$ cat src/rtl/clock_period_meter.sv
// rtl/clock_period_meter.sv - half-period meter for a slow asynchronous square wave with lock and timeout
module clock_period_meter #(
    parameter int CNT_WIDTH      = 24,
    parameter int TIMEOUT_CYCLES = 8000000,
    parameter int TOLERANCE      = 2
) (
    input  logic                 clock_in,
    input  logic                 reset_n,
    input  logic                 slow_in,
    input  logic                 enable,
    output logic [CNT_WIDTH-1:0] half_period,
    output logic                 meas_valid,
    output logic                 locked,
    output logic                 timeout
);

    typedef enum logic [1:0] {
        IDLE,
        ARM,
        MEASURE
    } state_t;

    localparam logic [CNT_WIDTH-1:0] TIMEOUT_LAST = CNT_WIDTH'(TIMEOUT_CYCLES - 1);
    localparam logic [CNT_WIDTH-1:0] TOL          = CNT_WIDTH'(TOLERANCE);
    localparam logic [CNT_WIDTH-1:0] ONE          = CNT_WIDTH'(1);

    state_t               state;
    logic                 s1;
    logic                 s2;
    logic                 s3;
    logic                 edge_q;
    logic [CNT_WIDTH-1:0] count;
    logic [CNT_WIDTH-1:0] prev;
    logic                 prev_ok;

    logic [CNT_WIDTH-1:0] meas;
    logic [CNT_WIDTH-1:0] diff;
    logic                 within_tol;
    logic                 timeout_hit;

    // Fixed-latency input pipeline; the delay is identical for every edge so it cancels out of intervals.
    always_ff @(posedge clock_in or negedge reset_n) begin
        if (!reset_n) begin
            s1     <= 1'b0;
            s2     <= 1'b0;
            s3     <= 1'b0;
            edge_q <= 1'b0;
        end else begin
            s1     <= slow_in;
            s2     <= s1;
            s3     <= s2;
            edge_q <= s2 ^ s3;
        end
    end

    // Interval counts from 0 on the edge clock, so the measurement is count+1.
    assign meas        = count + ONE;
    assign diff        = (meas >= prev) ? (meas - prev) : (prev - meas);
    assign within_tol  = (diff <= TOL);
    assign timeout_hit = (count == TIMEOUT_LAST);

    always_ff @(posedge clock_in or negedge reset_n) begin
        if (!reset_n) begin
            state       <= IDLE;
            count       <= '0;
            prev        <= '0;
            prev_ok     <= 1'b0;
            half_period <= '0;
            meas_valid  <= 1'b0;
            locked      <= 1'b0;
            timeout     <= 1'b0;
        end else begin
            meas_valid <= 1'b0;
            if (!enable) begin
                state   <= IDLE;
                count   <= '0;
                prev_ok <= 1'b0;
                locked  <= 1'b0;
                timeout <= 1'b0;
            end else begin
                case (state)
                    IDLE: begin
                        state   <= ARM;
                        count   <= '0;
                        prev_ok <= 1'b0;
                    end
                    ARM: begin
                        if (edge_q) begin
                            state <= MEASURE;
                            count <= '0;
                        end
                    end
                    MEASURE: begin
                        // An edge on the timeout boundary is a valid measurement, so it is checked first.
                        if (edge_q) begin
                            half_period <= meas;
                            meas_valid  <= 1'b1;
                            count       <= '0;
                            timeout     <= 1'b0;
                            locked      <= prev_ok && within_tol;
                            prev_ok     <= 1'b1;
                            prev        <= meas;
                        end else if (timeout_hit) begin
                            state   <= ARM;
                            timeout <= 1'b1;
                            locked  <= 1'b0;
                            count   <= '0;
                            prev_ok <= 1'b0;
                        end else begin
                            count <= count + ONE;
                        end
                    end
                    default: begin
                        state <= IDLE;
                    end
                endcase
            end
        end
    end

endmodule

$ cat config.mk
export PLATFORM = sky130hd
export DESIGN_NAME = clock_period_meter
export DESIGN_NICKNAME = d
export VERILOG_FILES = /design/src/rtl/clock_period_meter.sv
export SDC_FILE = /design/constraint.sdc
export NUM_CORES = 1
export LEC_CHECK = 0
export BUFFER_PORTS_ARGS = -buffer_cell sky130_fd_sc_hd__buf_2
export CAP_MARGIN = 40
export CORE_MARGIN = 2
export CORE_UTILIZATION = 59
export CTS_CLUSTER_DIAMETER = 150
export DETAILED_ROUTE_END_ITERATION = 7
export GPL_ROUTABILITY_DRIVEN = 0
export HOLD_SLACK_MARGIN = 0.12
export PLACE_DENSITY = 0.77
export SYNTH_ARGS = -nofsm -noshare
export SYNTH_HDL_FRONTEND = slang
export SYNTH_SLANG_ARGS = --single-unit
$ cat constraint.sdc
create_clock -name clock_in -period 7.17 [get_ports clock_in]
set_input_delay 1.0755 -clock clock_in [delete_from_list [all_inputs] [get_ports clock_in]]
set_output_delay 1.0755 -clock clock_in [all_outputs]
set_load 0.02 [all_outputs]
Word-level counts from Yosys, hierarchy flattened
Index checks and enable logic that the tools add are counted.
{"block": "word_totals", "out_inout_bits": 27, "elab_cells": 60, "ff_bits": 58, "in_bits": 4}
{"block": "op_classes", "addsub": 3, "eq_ne": 11, "n_mux": 25, "bitwise": 1, "n_reduce_logical": 7, "order_cmp": 2}
{"op": "$mux W24", "n": 5}
{"op": "$pmux W24 S3", "n": 1}
{"op": "$sub A24 B24 Y24", "n": 2}
{"op": "$add A24 B1 Y24 const B", "n": 1}
{"op": "$eq A24 B23 Y1 const B", "n": 1}
{"op": "$ge A24 B24 Y1", "n": 1}
{"op": "$le A24 B2 Y1 const B", "n": 1}
{"op": "$mux W1", "n": 13}
{"op": "$ne A3 B3 Y1 const B", "n": 3}
{"op": "$mux W2", "n": 4}
{"op": "$ne A3 B1 Y1 const B", "n": 2}
{"op": "$pmux W2 S3", "n": 1}
{"op": "$reduce_and A2 Y1", "n": 3}
{"op": "$reduce_and A3 Y1", "n": 2}
{"op": "$ne A4 B1 Y1 const B", "n": 1}
{"op": "$ne A4 B4 Y1 const B", "n": 1}
{"op": "$eq A2 B1 Y1 const B", "n": 1}
{"op": "$eq A2 B2 Y1 const B", "n": 1}
{"op": "$logic_not A2 Y1", "n": 1}
{"op": "$ne A2 B1 Y1 const B", "n": 1}
{"op": "$pmux W1 S2", "n": 1}
{"op": "$logic_and A1 B1 Y1", "n": 1}
{"op": "$xor A1 B1 Y1", "n": 1}

Logic depth before layout (Yosys ltp)
{"block": "logic_depth", "ltp_word": 8, "mapped_depth": 22, "ltp_nobuf": 20}

Least setup slack after synthesis
Ideal clock, no wire load.
{"block": "synth_path", "kind": "register to register", "start": "register count[0]", "end": "register locked", "t_required_ns": 7.078, "path_buffers": 2, "arrival_ns": 4.150, "setup_slack_ns": 2.928, "setup_time_ns": 0.092, "period_less_slack_ns": 4.242, "stages_incl_launch_ff": 22, "cell_sequence": "dfrtp_1 ha_1 nand3_1 nor2_1 nand3_1 nor2_1 nand3_1 xor2_1 inv_1 ha_1 buf_4 nand2_2 nor4_4 o2111ai_1 and2_4 buf_6 a221oi_2 or3_1 nand4b_1 nor4_1 o2111ai_1 o31ai_2"}
{"block": "synth_between", "elab_chain_len": 8, "word_cells_on_any_way": 13, "classes_between": "3 x add/sub; 2 x order compare; 2 x eq/ne; 4 x mux; 2 x reduce/logical"}
{"item": "start: declaration", "line": "32", "rtl": "logic [CNT_WIDTH-1:0] count;"}
{"item": "start signal: assignment", "line": "110", "rtl": "count <= count + ONE;"}
{"item": "$add A24 B1 Y24 (*)", "line": "57", "rtl": "assign meas = count + ONE;"}
{"item": "via meas[18]", "line": "36", "rtl": "logic [CNT_WIDTH-1:0] meas;"}
{"item": "$sub A24 B24 Y24 or $ge A24 B24 Y1 (tied branches)", "line": "58", "rtl": "assign diff = (meas >= prev) ? (meas - prev) : (prev - meas);"}
{"item": "$mux W24 (*)", "line": "58"}
{"item": "$le A24 B2 Y1 (*)", "line": "59", "rtl": "assign within_tol = (diff <= TOL);"}
{"item": "$logic_and A1 B1 Y1 (*)", "line": "100", "rtl": "locked <= prev_ok && within_tol;"}
{"item": "$mux W1 (*)", "line": "95", "rtl": "if (edge_q) begin"}
{"item": "$mux W1 (*)", "line": "81", "rtl": "case (state)"}
{"item": "$mux W1 (*)", "line": "74", "rtl": "if (!enable) begin"}
{"item": "end signal: assignment", "line": "100"}
{"item": "end: declaration", "line": "13", "rtl": "output logic locked,"}
The timed path passes the listed nets; every way through them passes the cells marked *. The select of a mux whose other input is x is not followed.
A chain may end at the register's enable or synchronous reset.

Worst setup path in the final report
Same ends and word-level chain as after synthesis.

==> results.txt <==
----------------------------------------------------
[Status]
  Status ... complete, no violations

[Floorplanning]
  Site Rows ... 35
  Starting density of the core ... 60.7%
  Vertical die dimension ... 101 microns
  Overall die area ... 0.0103 sq mm
  Core ar. ... 0.00920 sq mm
  Horizontal extent of the die ... 101 microns
  Number of ports placed on the die boundary ... 31

[Logic synthesis]
  Count of yosys warnings during synthesis ... 0
  Post-synth cell types ... 70
  Cell area after technology mapping ... 0.00558 sq mm
  Number of register bits inferred by synthesis ... 58
  Share of synthesized area occupied by flip-flops and latches ... 26.0%
  Mean cell area of the mapped netlist ... 7.71 sq um
  Number of enable-type register cells in the synthesized netlist ... 0
  Largest cells by area after synthesis ... dfrtp_1 (26%), ha_1 (12%), o21ai_0 (7.1%)
  Async set or reset register ratio after synthesis ... 100%
  Top flip-flop cell by instance count after synthesis ... dfrtp_1
  Library cell with the largest summed area after synthesis ... dfrtp_1
  Post-synth top area share ... 26.0%
  Gate count of the mapped netlist ... 724
  Syn_nets ... 782

[STA]
  Shortest period the worst path allows ... 5470 ps
  Least-Margin Pin Slew ... 761 ps
  Clock skew after layout ... 15.5 ps
  Post-route setup TNS ... 0 ps
  Hold Slack ... 357 ps
  Final hold violations ... 0
  Maximum achievable frequency ... 183 MHz
  Max transition margin ... 49.3%
  Fraction of the cycle the final worst path needs ... 76.3%
  Final setup violation count ... 0
  Count of pins over their slew limit ... 0
  RSZ-0062 raised after global routing ... false

[Power and ir drop]
  Pwr/cell area ... 166 mW/mm^2
  Cell internal pwr ... 628 uW
  Share of total power in the clock network ... 30.6%
  Combinational Power Share ... 33.6%
  Leak pwr ... 0.00291 uW
  Switching part of the total ... 35.4%
  Switching power of the nets ... 345 uW
  Peak supply drop ... 0.000206 V
  Seq pwr share ... 35.8%

[Clock network]
  Insertion delay to the later sink of the worst-skew pair ... 350 ps
  Number of post-CTS setup repair buffers ... 0
  TritonCTS clock tree ... built
  Sink count of the clock tree ... 58
  Clock Pin Slew Worst Setup and Hold Paths ... 70 ps
  Inserted Clock Buffers ... 9
  Buffer depth of the longest clock path ... 2
  Number of H-tree branching levels ... 3
  Number of hold buffers added after CTS ... 0
  Post-CTS sizing ... 0
  Clock Root Buffer ... clkbuf_8

[Drt]
  Vias per cell ... 6.60
  Highest Signal Layer ... met4
  Post-detailed-route wirelength per cell ... 18.4 microns
  Met2 wirelength from detailed routing ... 7.06 mm
  Total via count after detailed routing ... 5588
  Wire length after detailed routing ... 15.6 mm
  Post-Route M1 WL ... 6.49 mm
  Antenna Violating Nets Remaining ... 0
  Detailed route wirelength on metal3 ... 1.53 mm
  Remaining DRCs ... 0
  Number of DRC violations after detailed-routing iteration 0 ... 561
  DRT Pass-1 Iters ... 7

[Layout]
  Fill cell instance count of the final layout ... 792
  Post-layout net count ... 790
  Area Overhead vs Synth ... 5.20%
  Top library cells by usage in the layout, fill and taps aside ... nand2_1 (93), o21ai_0 (79), a21oi_1 (63)
  Multi-input gate area in the final layout ... 0.00369 sq mm
  Most common library cell in the layout ignoring fill and taps ... nand2_1
  Diode count ... 0
  Share of final-layout standard cells stronger than drive strength 1 ... 9.51%
  Register Area ... 0.00145 sq mm

[Hold path]
  Classification of the worst-slack hold path ... reg2reg

[Global routing]
  Antenna violations before repair ... 0
  Residual overflow from global routing ... 0
  Maximum number of pins on one net before global-route repair ... 59
  First-pass GRT wire length ... 25.5 mm
  Global router's overall resource usage ... 31.6%
  Via count of the first global-routing pass ... 5107

[Setup path]
  Category of the worst setup path launch point ... flip-flop
  Worst setup path endpoint ... locked$_DFFE_PN0P_
  Arrival time reported for the critical path endpoint ... 5730 ps
  Depth of the most critical reg-to-reg path ... 19
  Worst-path maximum fanout ... 13
  FF-to-FF setup slack ... 1700 ps
  Worst r2r src ... count[0]$_DFFE_PN0P_
  CP Launch Point ... count[0]$_DFFE_PN0P_
  Crit. End Element ... flip-flop
  Capture instance of the worst register-to-register path ... locked$_DFFE_PN0P_
  Worst endpoint required time ... 7430 ps
  Kind of critical path ... reg2reg

[Placed design]
  Placed wire-length estimate after detailed placement ... 11.8 mm
  Number of buffer cells added on primary ports ... 30

[Run]
  Number of violations of the max-capacitance limit ... 0

----------------------------------------------------
[routing by layer]
metal  vias to the layer above  global-route usage (%)
li1                       2559                       -
met1                      2662                    43.3
met2                       308                    47.9
met3                        59                    8.07
met4                         0                    12.5
met5                         -                       0
[power groups by stage]
stage          sequential (uW)  clock, uW  combinational [uW]
2_1_floorplan              356          0                 231
3_3_place_gp               354          0                 307
3_5_place_dp               354          0                 314
4_1_cts                    349        301                 316
5_1_grt                    350        315                 358
6_report                   349        297                 327
[flip-flops by register name, summed over array words and instances (netlist names)]
signal / count
prev_ok: 1
edge_q: 1
locked: 1
prev: 24
s2: 1
timeout: 1
s1: 1
count: 24
meas_valid: 1
s3: 1
state: 2
[synthesized netlist by cell type (3+ instances only)]
cell      number
nand2_1       93
o21ai_0       79
a21oi_1       63
inv_1         62
dfrtp_1       58
ha_1          52
nor2_1        41
nand3_1       27
xor2_1        19
xnor2_1       16
clkbuf_1      15
nor3_1        15
o31ai_1       15
a21o_1        14
nand4_1       12
and3_1         9
buf_2          9
and2_1         8
or3_1          7
buf_6          6
nor2b_1        6
o21ai_1        6
nor4_1         5
o211ai_1       5
o21a_1         5
buf_4          4
mux2i_1        4
nand3b_1       4
a21oi_2        3
a221oi_1       3
a31oi_1        3
o21bai_1       3
o221ai_1       3
o22ai_1        3
[stage by stage]
| stage | instance area (sq um) | instances | total power, uW | setup slack (ps) | utilization (%) |
|---|---|---|---|---|---|
| 6_report | 5870 | 847 | 973 | 1700 | 63.9 |
| 5_1_grt | 5870 | 847 | 1020 | 1140 | 63.9 |
| 4_1_cts | 5870 | 847 | 965 | 1840 | 63.9 |
| 3_5_place_dp | 5690 | 832 | 668 | 1840 | 61.8 |
| 3_3_place_gp | 5690 | 832 | 661 | 2010 | 61.8 |
| 2_1_floorplan | 5580 | 724 | 588 | 2930 | - |
[critical path, cell delays in order, from the launching register on]
cell and delay [ps]:
dfrtp_1 440, ha_1 260, nand3_1 200, nor2_1 250
nand3_1 240, nor2_1 340, nand3_1 140, xor2_1 380
inv_1 90, ha_1 470, nand2_2 190, nor4_4 380
o2111ai_1 190, nand2_1 470, nor2_2 220, nand3_1 160
nand3_1 190, a2111oi_4 350, o2111ai_1 180, o31ai_2 230
[layout make-up]
type,instances,area share [%]
repair buffers,33,2.94
multi-input cells,568,62.9
clock buffers,12,2.47
well taps,111,2.37
flip-flops and latches,58,24.7
clock inverters,3,0.682
inverters,62,3.96
[logic make-up after synthesis]
family / Yosys count / share of synthesized area, %
adder cells (fa/ha/maj): 54 / 12.4
AND/OR/NAND/NOR: 247 / 22.3
multiplexers: 4 / 0.717
XOR/XNOR: 35 / 5.49
AO/OA/AOI/OAI: 228 / 25.3
flip-flops: 58 / 26.0
buffers and inverters: 98 / 7.87
[worst min path at each step]
stage,startpoint,endpoint,slack [ps],depth (start not counted)
finish,s1$_DFF_PN0_,s2$_DFF_PN0_,360,0
floorplan,s1$_DFF_PN0_,s2$_DFF_PN0_,330,0
global route,s1$_DFF_PN0_,s2$_DFF_PN0_,380,0
CTS,s1$_DFF_PN0_,s2$_DFF_PN0_,370,0
detailed placement,s1$_DFF_PN0_,s2$_DFF_PN0_,340,0
global placement,s1$_DFF_PN0_,s2$_DFF_PN0_,350,0
Power figures use the tool's default switching activity.
